[src/rtl/branch_recovery_ctrl.sv]
// branch_recovery_ctrl
// Turns an execute-stage branch resolution into a one-cycle PC redirect
// with the matching pipeline flushes. Every branch resolved on the correct
// path also becomes a predictor/BTB training record, queued in a small FIFO
// and offered to the predictor over a valid/ready handshake.
module branch_recovery_ctrl #(
    parameter int WIDTH_DATA_LENGTH = 32,
    parameter int UPD_DEPTH         = 2
) (
    input  logic                         clk,
    input  logic                         rst_n,
    // Branch resolution from execute
    input  logic                         br_valid,
    input  logic [1:0]                   br_result,
    input  logic                         br_taken,
    input  logic [WIDTH_DATA_LENGTH-1:0] br_pc,
    input  logic [WIDTH_DATA_LENGTH-1:0] pc_alu,
    input  logic [WIDTH_DATA_LENGTH-1:0] pc_plus4,
    // Recovery toward the fetch PC mux and pipeline registers
    output logic                         redirect_valid,
    output logic [WIDTH_DATA_LENGTH-1:0] redirect_pc,
    output logic                         flush_if_id,
    output logic                         flush_id_ex,
    // Predictor training stream
    output logic                         upd_valid,
    input  logic                         upd_ready,
    output logic [WIDTH_DATA_LENGTH-1:0] upd_pc,
    output logic [WIDTH_DATA_LENGTH-1:0] upd_target,
    output logic                         upd_taken,
    output logic [7:0]                   drop_cnt
);

    localparam int W  = WIDTH_DATA_LENGTH;
    localparam int AW = $clog2(UPD_DEPTH);
    // One extra pointer bit separates "full" from "empty" when the
    // address bits of both pointers coincide.
    localparam int PW = AW + 1;

    // Resolution codes coming from execute
    localparam logic [1:0] RES_WRONG_TGT = 2'b00;
    localparam logic [1:0] RES_CORRECT   = 2'b01;
    localparam logic [1:0] RES_NOT_TAKEN = 2'b10;
    localparam logic [1:0] RES_TAKEN     = 2'b11;

    typedef enum logic [1:0] {
        ST_IDLE     = 2'd0,
        ST_REDIRECT = 2'd1,
        ST_RECOVER  = 2'd2
    } state_t;

    typedef struct packed {
        logic [W-1:0] pc;
        logic [W-1:0] target;
        logic         taken;
    } upd_rec_t;

    // ------------------------------------------------------------------
    // State
    // ------------------------------------------------------------------
    state_t        state_q, state_d;
    logic [W-1:0]  redirect_pc_q, redirect_pc_d;
    logic [PW-1:0] wr_ptr_q, wr_ptr_d;
    logic [PW-1:0] rd_ptr_q, rd_ptr_d;
    logic [7:0]    drop_cnt_q, drop_cnt_d;
    upd_rec_t      fifo_mem_q [UPD_DEPTH];
    upd_rec_t      fifo_mem_d [UPD_DEPTH];

    // ------------------------------------------------------------------
    // Decode of the incoming resolution and FIFO status
    // ------------------------------------------------------------------
    logic          br_accept;     // branch is on the correct path
    logic          br_mispredict; // accepted branch needs a redirect
    logic [W-1:0]  recover_pc;
    logic          fifo_empty;
    logic          fifo_full;
    logic          fifo_pop;
    logic          fifo_push;
    logic          fifo_drop;
    logic [AW-1:0] wr_addr;
    logic [AW-1:0] rd_addr;
    upd_rec_t      new_rec;

    assign wr_addr = wr_ptr_q[AW-1:0];
    assign rd_addr = rd_ptr_q[AW-1:0];

    assign fifo_empty = (wr_ptr_q == rd_ptr_q);
    assign fifo_full  = (wr_ptr_q[PW-1] != rd_ptr_q[PW-1]) &&
                        (wr_addr == rd_addr);

    // Branches seen while recovering are already on the wrong path, so
    // only a branch resolving in IDLE counts for redirect or training.
    assign br_accept     = br_valid && (state_q == ST_IDLE);
    assign br_mispredict = br_accept && (br_result != RES_CORRECT);

    assign new_rec.pc     = br_pc;
    assign new_rec.target = pc_alu;
    assign new_rec.taken  = br_taken;

    // A full FIFO still takes the record if the head leaves this cycle.
    assign fifo_pop  = !fifo_empty && upd_ready;
    assign fifo_push = br_accept && (!fifo_full || fifo_pop);
    assign fifo_drop = br_accept && fifo_full && !fifo_pop;

    // Select the recovery PC from the resolution code
    always_comb begin
        recover_pc = pc_alu;
        unique case (br_result)
            RES_WRONG_TGT: recover_pc = pc_alu;
            RES_TAKEN:     recover_pc = pc_alu;
            RES_NOT_TAKEN: recover_pc = pc_plus4;
            RES_CORRECT:   recover_pc = pc_alu;
            default:       recover_pc = pc_alu;
        endcase
    end

    // ------------------------------------------------------------------
    // Recovery FSM
    // ------------------------------------------------------------------

    // Next-state logic and redirect PC capture
    always_comb begin
        state_d       = state_q;
        redirect_pc_d = redirect_pc_q;
        unique case (state_q)
            ST_IDLE: begin
                if (br_mispredict) begin
                    state_d       = ST_REDIRECT;
                    redirect_pc_d = recover_pc;
                end
            end
            // Redirect lasts exactly one cycle.
            ST_REDIRECT: state_d = ST_RECOVER;
            // One more ID/EX squash for the wrong-path instruction that was
            // already in decode while the redirect was issued.
            ST_RECOVER:  state_d = ST_IDLE;
            default:     state_d = ST_IDLE;
        endcase
    end

    // FSM state and captured redirect PC
    always_ff @(posedge clk or negedge rst_n) begin
        if (!rst_n) begin
            state_q       <= ST_IDLE;
            redirect_pc_q <= '0;
        end else begin
            state_q       <= state_d;
            redirect_pc_q <= redirect_pc_d;
        end
    end

    // Control outputs are pure decodes of the state register
    always_comb begin
        redirect_valid = 1'b0;
        flush_if_id    = 1'b0;
        flush_id_ex    = 1'b0;
        unique case (state_q)
            ST_REDIRECT: begin
                redirect_valid = 1'b1;
                flush_if_id    = 1'b1;
                flush_id_ex    = 1'b1;
            end
            ST_RECOVER: flush_id_ex = 1'b1;
            default: ;
        endcase
    end

    assign redirect_pc = redirect_pc_q;

    // ------------------------------------------------------------------
    // Update FIFO
    // ------------------------------------------------------------------

    // Pointer advance and saturating drop counter
    always_comb begin
        wr_ptr_d   = wr_ptr_q;
        rd_ptr_d   = rd_ptr_q;
        drop_cnt_d = drop_cnt_q;
        if (fifo_push) wr_ptr_d = wr_ptr_q + PW'(1);
        if (fifo_pop)  rd_ptr_d = rd_ptr_q + PW'(1);
        if (fifo_drop && (drop_cnt_q != 8'hFF)) drop_cnt_d = drop_cnt_q + 8'd1;
    end

    // FIFO pointers and drop counter
    always_ff @(posedge clk or negedge rst_n) begin
        if (!rst_n) begin
            wr_ptr_q   <= '0;
            rd_ptr_q   <= '0;
            drop_cnt_q <= '0;
        end else begin
            wr_ptr_q   <= wr_ptr_d;
            rd_ptr_q   <= rd_ptr_d;
            drop_cnt_q <= drop_cnt_d;
        end
    end

    // Storage entries are reset so the head payload reads zero after reset.
    genvar gi;
    generate
        for (gi = 0; gi < UPD_DEPTH; gi++) begin : g_entry
            // Write-enable decode for this entry
            always_comb begin
                fifo_mem_d[gi] = fifo_mem_q[gi];
                if (fifo_push && (wr_addr == AW'(gi))) fifo_mem_d[gi] = new_rec;
            end

            // Entry register
            always_ff @(posedge clk or negedge rst_n) begin
                if (!rst_n) fifo_mem_q[gi] <= '0;
                else        fifo_mem_q[gi] <= fifo_mem_d[gi];
            end
        end
    endgenerate

    // Head of the FIFO drives the training payload; it only moves on a pop,
    // so it stays stable while the predictor stalls.
    assign upd_valid  = !fifo_empty;
    assign upd_pc     = fifo_mem_q[rd_addr].pc;
    assign upd_target = fifo_mem_q[rd_addr].target;
    assign upd_taken  = fifo_mem_q[rd_addr].taken;
    assign drop_cnt   = drop_cnt_q;

endmodule

[config.mk]
export PLATFORM = sky130hd
export DESIGN_NAME = branch_recovery_ctrl
export DESIGN_NICKNAME = d
export VERILOG_FILES = /design/src/rtl/branch_recovery_ctrl.sv
export SDC_FILE = /design/constraint.sdc
export NUM_CORES = 1
export LEC_CHECK = 0
export BUFFER_PORTS_ARGS = -buffer_cell sky130_fd_sc_hd__buf_2
export CAP_MARGIN = 20
export CORE_UTILIZATION = 30
export DETAILED_ROUTE_END_ITERATION = 8
export SKIP_LAST_GASP = 1
export SLEW_MARGIN = 40
export SYNTH_ARGS = -nofsm -noshare
export SYNTH_HDL_FRONTEND = slang
export SYNTH_SLANG_ARGS = --single-unit
[constraint.sdc]
create_clock -name clk -period 2.05 [get_ports clk]
set_input_delay 0 -clock clk [delete_from_list [all_inputs] [get_ports clk]]
set_output_delay 0 -clock clk [all_outputs]
set_load 0.02 [all_outputs]
Word level (Yosys, flattened, before mapping)
Cells that the tools add are included.
Operators by class
  equality and inequality tests: 11
  mux-type cells: 8
  reduce and logical (&&, ||, !) cells: 19
  order comparisons: 1
  bitwise logic cells: 2
  add/subtract/negate cells: 3
Operators by type and width (count)
  $mux W65: 3
  $pmux W32 S2: 1
  $logic_and A1 B1 Y1: 10
  $add A8 B1 Y8 const B: 1
  $ne A8 B8 Y1 const B: 1
  $eq A2 B2 Y1 const B: 3
  $add A2 B1 Y2 const B: 2
  $eq A2 B1 Y1 const B: 2
  $logic_not A2 Y1: 2
  $pmux W2 S2: 1
  $logic_not A1 Y1: 3
  $reduce_or A3 Y1: 1
  $eq A2 B2 Y1: 1
  $ge A2 B2 Y1 const B: 1
  $mux W1: 2
  $mux W2: 1
  $ne A2 B1 Y1 const B: 1
  $ne A2 B2 Y1 const B: 1
  $not A1 Y2: 1
  $reduce_and A2 Y1: 1
  $reduce_or A2 Y1: 1
  $eq A1 B1 Y1: 1
  $logic_or A1 B1 Y1: 1
  $ne A1 B1 Y1: 1
  $not A1 Y1: 1
Storage, ports and cells
  bits of input ports: 103
  output and inout bits: 109
  bits in registers: 176
  word-level logic and storage cells: 55

Longest topological paths before layout
  word-level depth: 6
  depth in mapped cells: 8
  depth with buffers taken out: 6

Worst setup path after synthesis
No wires, ideal clock.
  kind: reg-to-reg
  start point: register state_q[0]
  end point: register drop_cnt_q[6], in the netlist drop_cnt[6]
  setup time: 125 ps
  stages on the path, launching flop included: 8
  buffers on the path: 1
  required time: 1925 ps
  period minus slack after synthesis: 2036 ps
  slack: 14 ps
  arrival time: 1911 ps
  cells stage by stage: dfrtp_1 > inv_1 > ha_1 > nand2_1 > or4b_1 > buf_2 > nor3_1 > mux2_2
Between the ends
  longest elaborated chain between the ends: 5
RTL lines
  from (decl): line 60  | state_t state_q, state_d;
  from (signal assigned): line 146  | state_q <= state_d;
  $logic_not A2 Y1: line 92  | assign br_accept = br_valid && (state_q == ST_IDLE);
  $logic_and A1 B1 Y1: line 92
  $logic_and A1 B1 Y1 (2 in a row): line 102  | assign fifo_drop = br_accept && fifo_full && !fifo_pop;
  $logic_and A1 B1 Y1: line 180  | if (fifo_drop && (drop_cnt_q != 8'hFF)) drop_cnt_d = drop_cnt_q + 8'd1;
  to (signal assigned): line 192  | drop_cnt_q <= drop_cnt_d;
  to (decl): line 64  | logic [7:0] drop_cnt_q, drop_cnt_d;
Every way passes these cells.
A chain may end at the register's enable or synchronous reset.

Final worst setup path
  start point: register state_q[1]
  end point: register drop_cnt_q[6], in the netlist drop_cnt[6]
Same word-level chain as after synthesis.

==> results.yml <==
cts:
  cts.sinks: 176
  cts_root_buf: "clkbuf_16"
  clock_latency_ps: 430
  cts_buffer_depth: 2
  numCtsBuffers: 17
  cts_tree: "yes"
  path_clk_slew_ps: 70
  cts_max_level: 4
run:
  maxCapViolations: 0
sta:
  fin_tns_setup_ps: 0
  fmax_ghz: 0.517
  setup_violations: 0
  min_period_over_period_pct: 94.4
  drv_slew: 0
  setup_slack_ps: 115
  worstMarginPinSlew_ps: 656
  period_minus_slack_ps: 1940
  relSlewSlack_pct: 55.9
  clock-skew-final_ps: 15.8
  hold_viol_final: 0
  rsz0062_at_grt: "true"
power:
  p_sw_share_pct: 37.0
  p_leak_nw: 5.05
  power.share.clock_pct: 19.4
  pwr-share-seq_pct: 34.3
  peakVddDrop_v: 0.000756
  power_switching_mw: 6.46
  intPower_mw: 11.0
  power_mw: 17.5
  cellPowerDensity_nw_per_um2: 1590
  power.share.combinational_pct: 46.3
synth:
  synth_cell_types: 27
  synth.most_common_cell: "mux2_2"
  netlist_area_sq_um: 7760
  netlist.area_leader.share_pct: 56.8
  syn_nets: 661
  syn_area_per_cell_sq_um: 14.0
  postSynthCellCount: 555
  synth-async-reset-ratio_pct: 100
  synthTopCellsByArea: "dfrtp_1 (57%), mux2_2 (29%), mux2i_1 (4.1%)"
  synth_top_area_cell: "dfrtp_1"
  synth-edff-count: 0
  synth_ff_type: "dfrtp_1"
  ys.warnings.count: 0
  synthTopCellsByCount: "mux2_2 (198), dfrtp_1 (176), nand2_1 (41)"
  ys_seq_area_share_pct: 56.8
  synth_seq_cells: 176
critical_path:
  critical_path.top_delay_family: "simple AND/OR/NAND/NOR gates"
  worstSetupStartpointType: "flop"
  path_class: "reg2reg"
  slowest_stage: "or4b_4"
  arrival_ps: 2240
  r2r_slack_ps: 110
  required_ps: 2360
  crit_path_max_fanout: 7
  cpPeakStageDelay_ps: 590
  worst_setup_path_end_kind: "flop"
  path_buf_inv: 1
  path_cells: "inv_1 > ha_1 > nand2_1 > or4b_4 > nor3_4 > mux2_2"
die:
  die_height_um: 163
  coreArea_sq_um: 25300
  start_util_pct: 30.7
  die_w_um: 163
  row_count: 58
  ios: 212
  die-area_sq_um: 26500
final_layout:
  design_area_sq_um: 10900
  drive_gt1_share_pct: 53.1
  fillerInstances: 2362
  finalNonFillerCells: 1214
  final_nets: 977
  n_antenna_cell: 0
  area_growth_pct: 41.1
drt:
  vias: 5465
  first_pass_iters: 4
  route.detailed.drc: 0
  viasPerCell: 4.50
  drt-initial-drc-count: 176
  antenna_left: 0
  wl_per_cell_um: 15.2
  wirelength_mm: 18.4
global_routing:
  grt_pass1_wl_mm: 29.2
  grt_antenna_before_repair: 0
  grt_pass1_vias: 5609
  grt_use_total_pct: 14.1
  grt_max_degree: 87
  grt-ovfl-total: 0
placement:
  dp_worst_setup_slack_ps: -2.16
  hpwl_mm: 11.8
  dpl.cell_count: 1081
  placed_cell_area_sq_um: 9300
  place.gp.congestion: 0.724
  port_buffers: 211
outcome:
  status: "finished, final reports clean"
min_path:
  min_path_type: "in2reg"
==> layout make-up <==
| type | instances | area (sq um) | area share [%] |
|---|---|---|---|
| clock inverters | 14 | 181 | 1.66 |
| clock buffers | 18 | 429 | 3.92 |
| inverters | 4 | 15.0 | 0.137 |
| well taps | 330 | 413 | 3.77 |
| multi-input cells | 341 | 3190 | 29.2 |
| repair buffers | 331 | 2310 | 21.1 |
| flip-flops and latches | 176 | 4410 | 40.3 |
==> path summary, 6_finish.rpt <==
path,from,to,cells past startpoint
setup / recovery,state_q[1],drop_cnt[6],6
hold / removal,br_valid,wr_ptr_q[0],4
setup reg to reg,state_q[1],drop_cnt[6],6
hold reg to reg,redirect_pc[3],redirect_pc[3],2
max in group asynchronous,rst_n,fifo_mem_q[65],3
min in group asynchronous,rst_n,fifo_mem_q[8],3
==> metrics by stage <==
step	util [%]	hold WS, ps
floorplan	-	-296
global placement	36.8	-141
detailed placement	36.8	-139
CTS	43.3	48.7
global route	43.3	78.9
finish	43.3	64.3
==> state kept, by name, indices dropped and copies added, names as in the netlist <==
name         count
fifo_mem_q     130
redirect_pc     32
drop_cnt         8
rd_ptr_q         2
state_q          2
wr_ptr_q         2
==> power by group through the flow <==
stage | sequential (mW) | combinational, mW | clock [mW]
3_3_place_gp | 5.98 | 7.92 | 0
6_report | 5.98 | 8.09 | 3.39
3_5_place_dp | 6.04 | 8.00 | 0
4_1_cts | 5.98 | 8.18 | 3.51
5_1_grt | 6.21 | 8.72 | 3.66
2_1_floorplan | 6.23 | 5.32 | 0
==> cell usage in the layout, fill, tap and decap left out, types with 4 or more instances in the layout <==
| master | instances |
|---|---|
| inv_1 | 4 |
| o21ai_0 | 32 |
| nor3_1 | 4 |
| xor2_1 | 6 |
| mux2_2 | 198 |
| mux2i_1 | 32 |
| dfrtp_1 | 175 |
| buf_2 | 211 |
| buf_12 | 7 |
| nand2_1 | 41 |
| clkbuf_16 | 17 |
| clkinv_4 | 4 |
| dlygate4sd3_1 | 100 |
| buf_4 | 10 |
| nand3_1 | 4 |
==> cells by family after synthesis <==
logic type / Yosys count / synth area share [%]
buf+inv: 38 / 2.66
fa+ha+maj: 3 / 0.484
flops: 176 / 56.8
simple gates: 62 / 3.60
xor+xnor: 10 / 1.13
compound gates: 36 / 2.47
mux: 230 / 32.9
==> worst reg2reg max path, delay by kind of cell (launching register included) <==
| kind | cells | cell delay, ps |
|---|---|---|
| buffers and inverters | 1 | 80 |
| adders and majority gates | 1 | 170 |
| and+or+nand+nor | 3 | 870 |
| muxes | 1 | 340 |
| DFF | 1 | 370 |
==> layer usage <==
layer	vias up	GRT usage [%]	part of all wire, %
met4	0	3.65	1.0
met2	147	24.2	50
met3	15	4.43	5.7
li1	2596	-	-
met1	2707	17.0	43
met5	-	0	0
==> repair_timing <==
action                     CTS  global route
hold endpoints to repair   340             0
buffers inserted             0             0
setup endpoints to repair    1            49
gates resized for setup      1             5
hold buffers               101             0
Power figures use the tool's default switching activity.
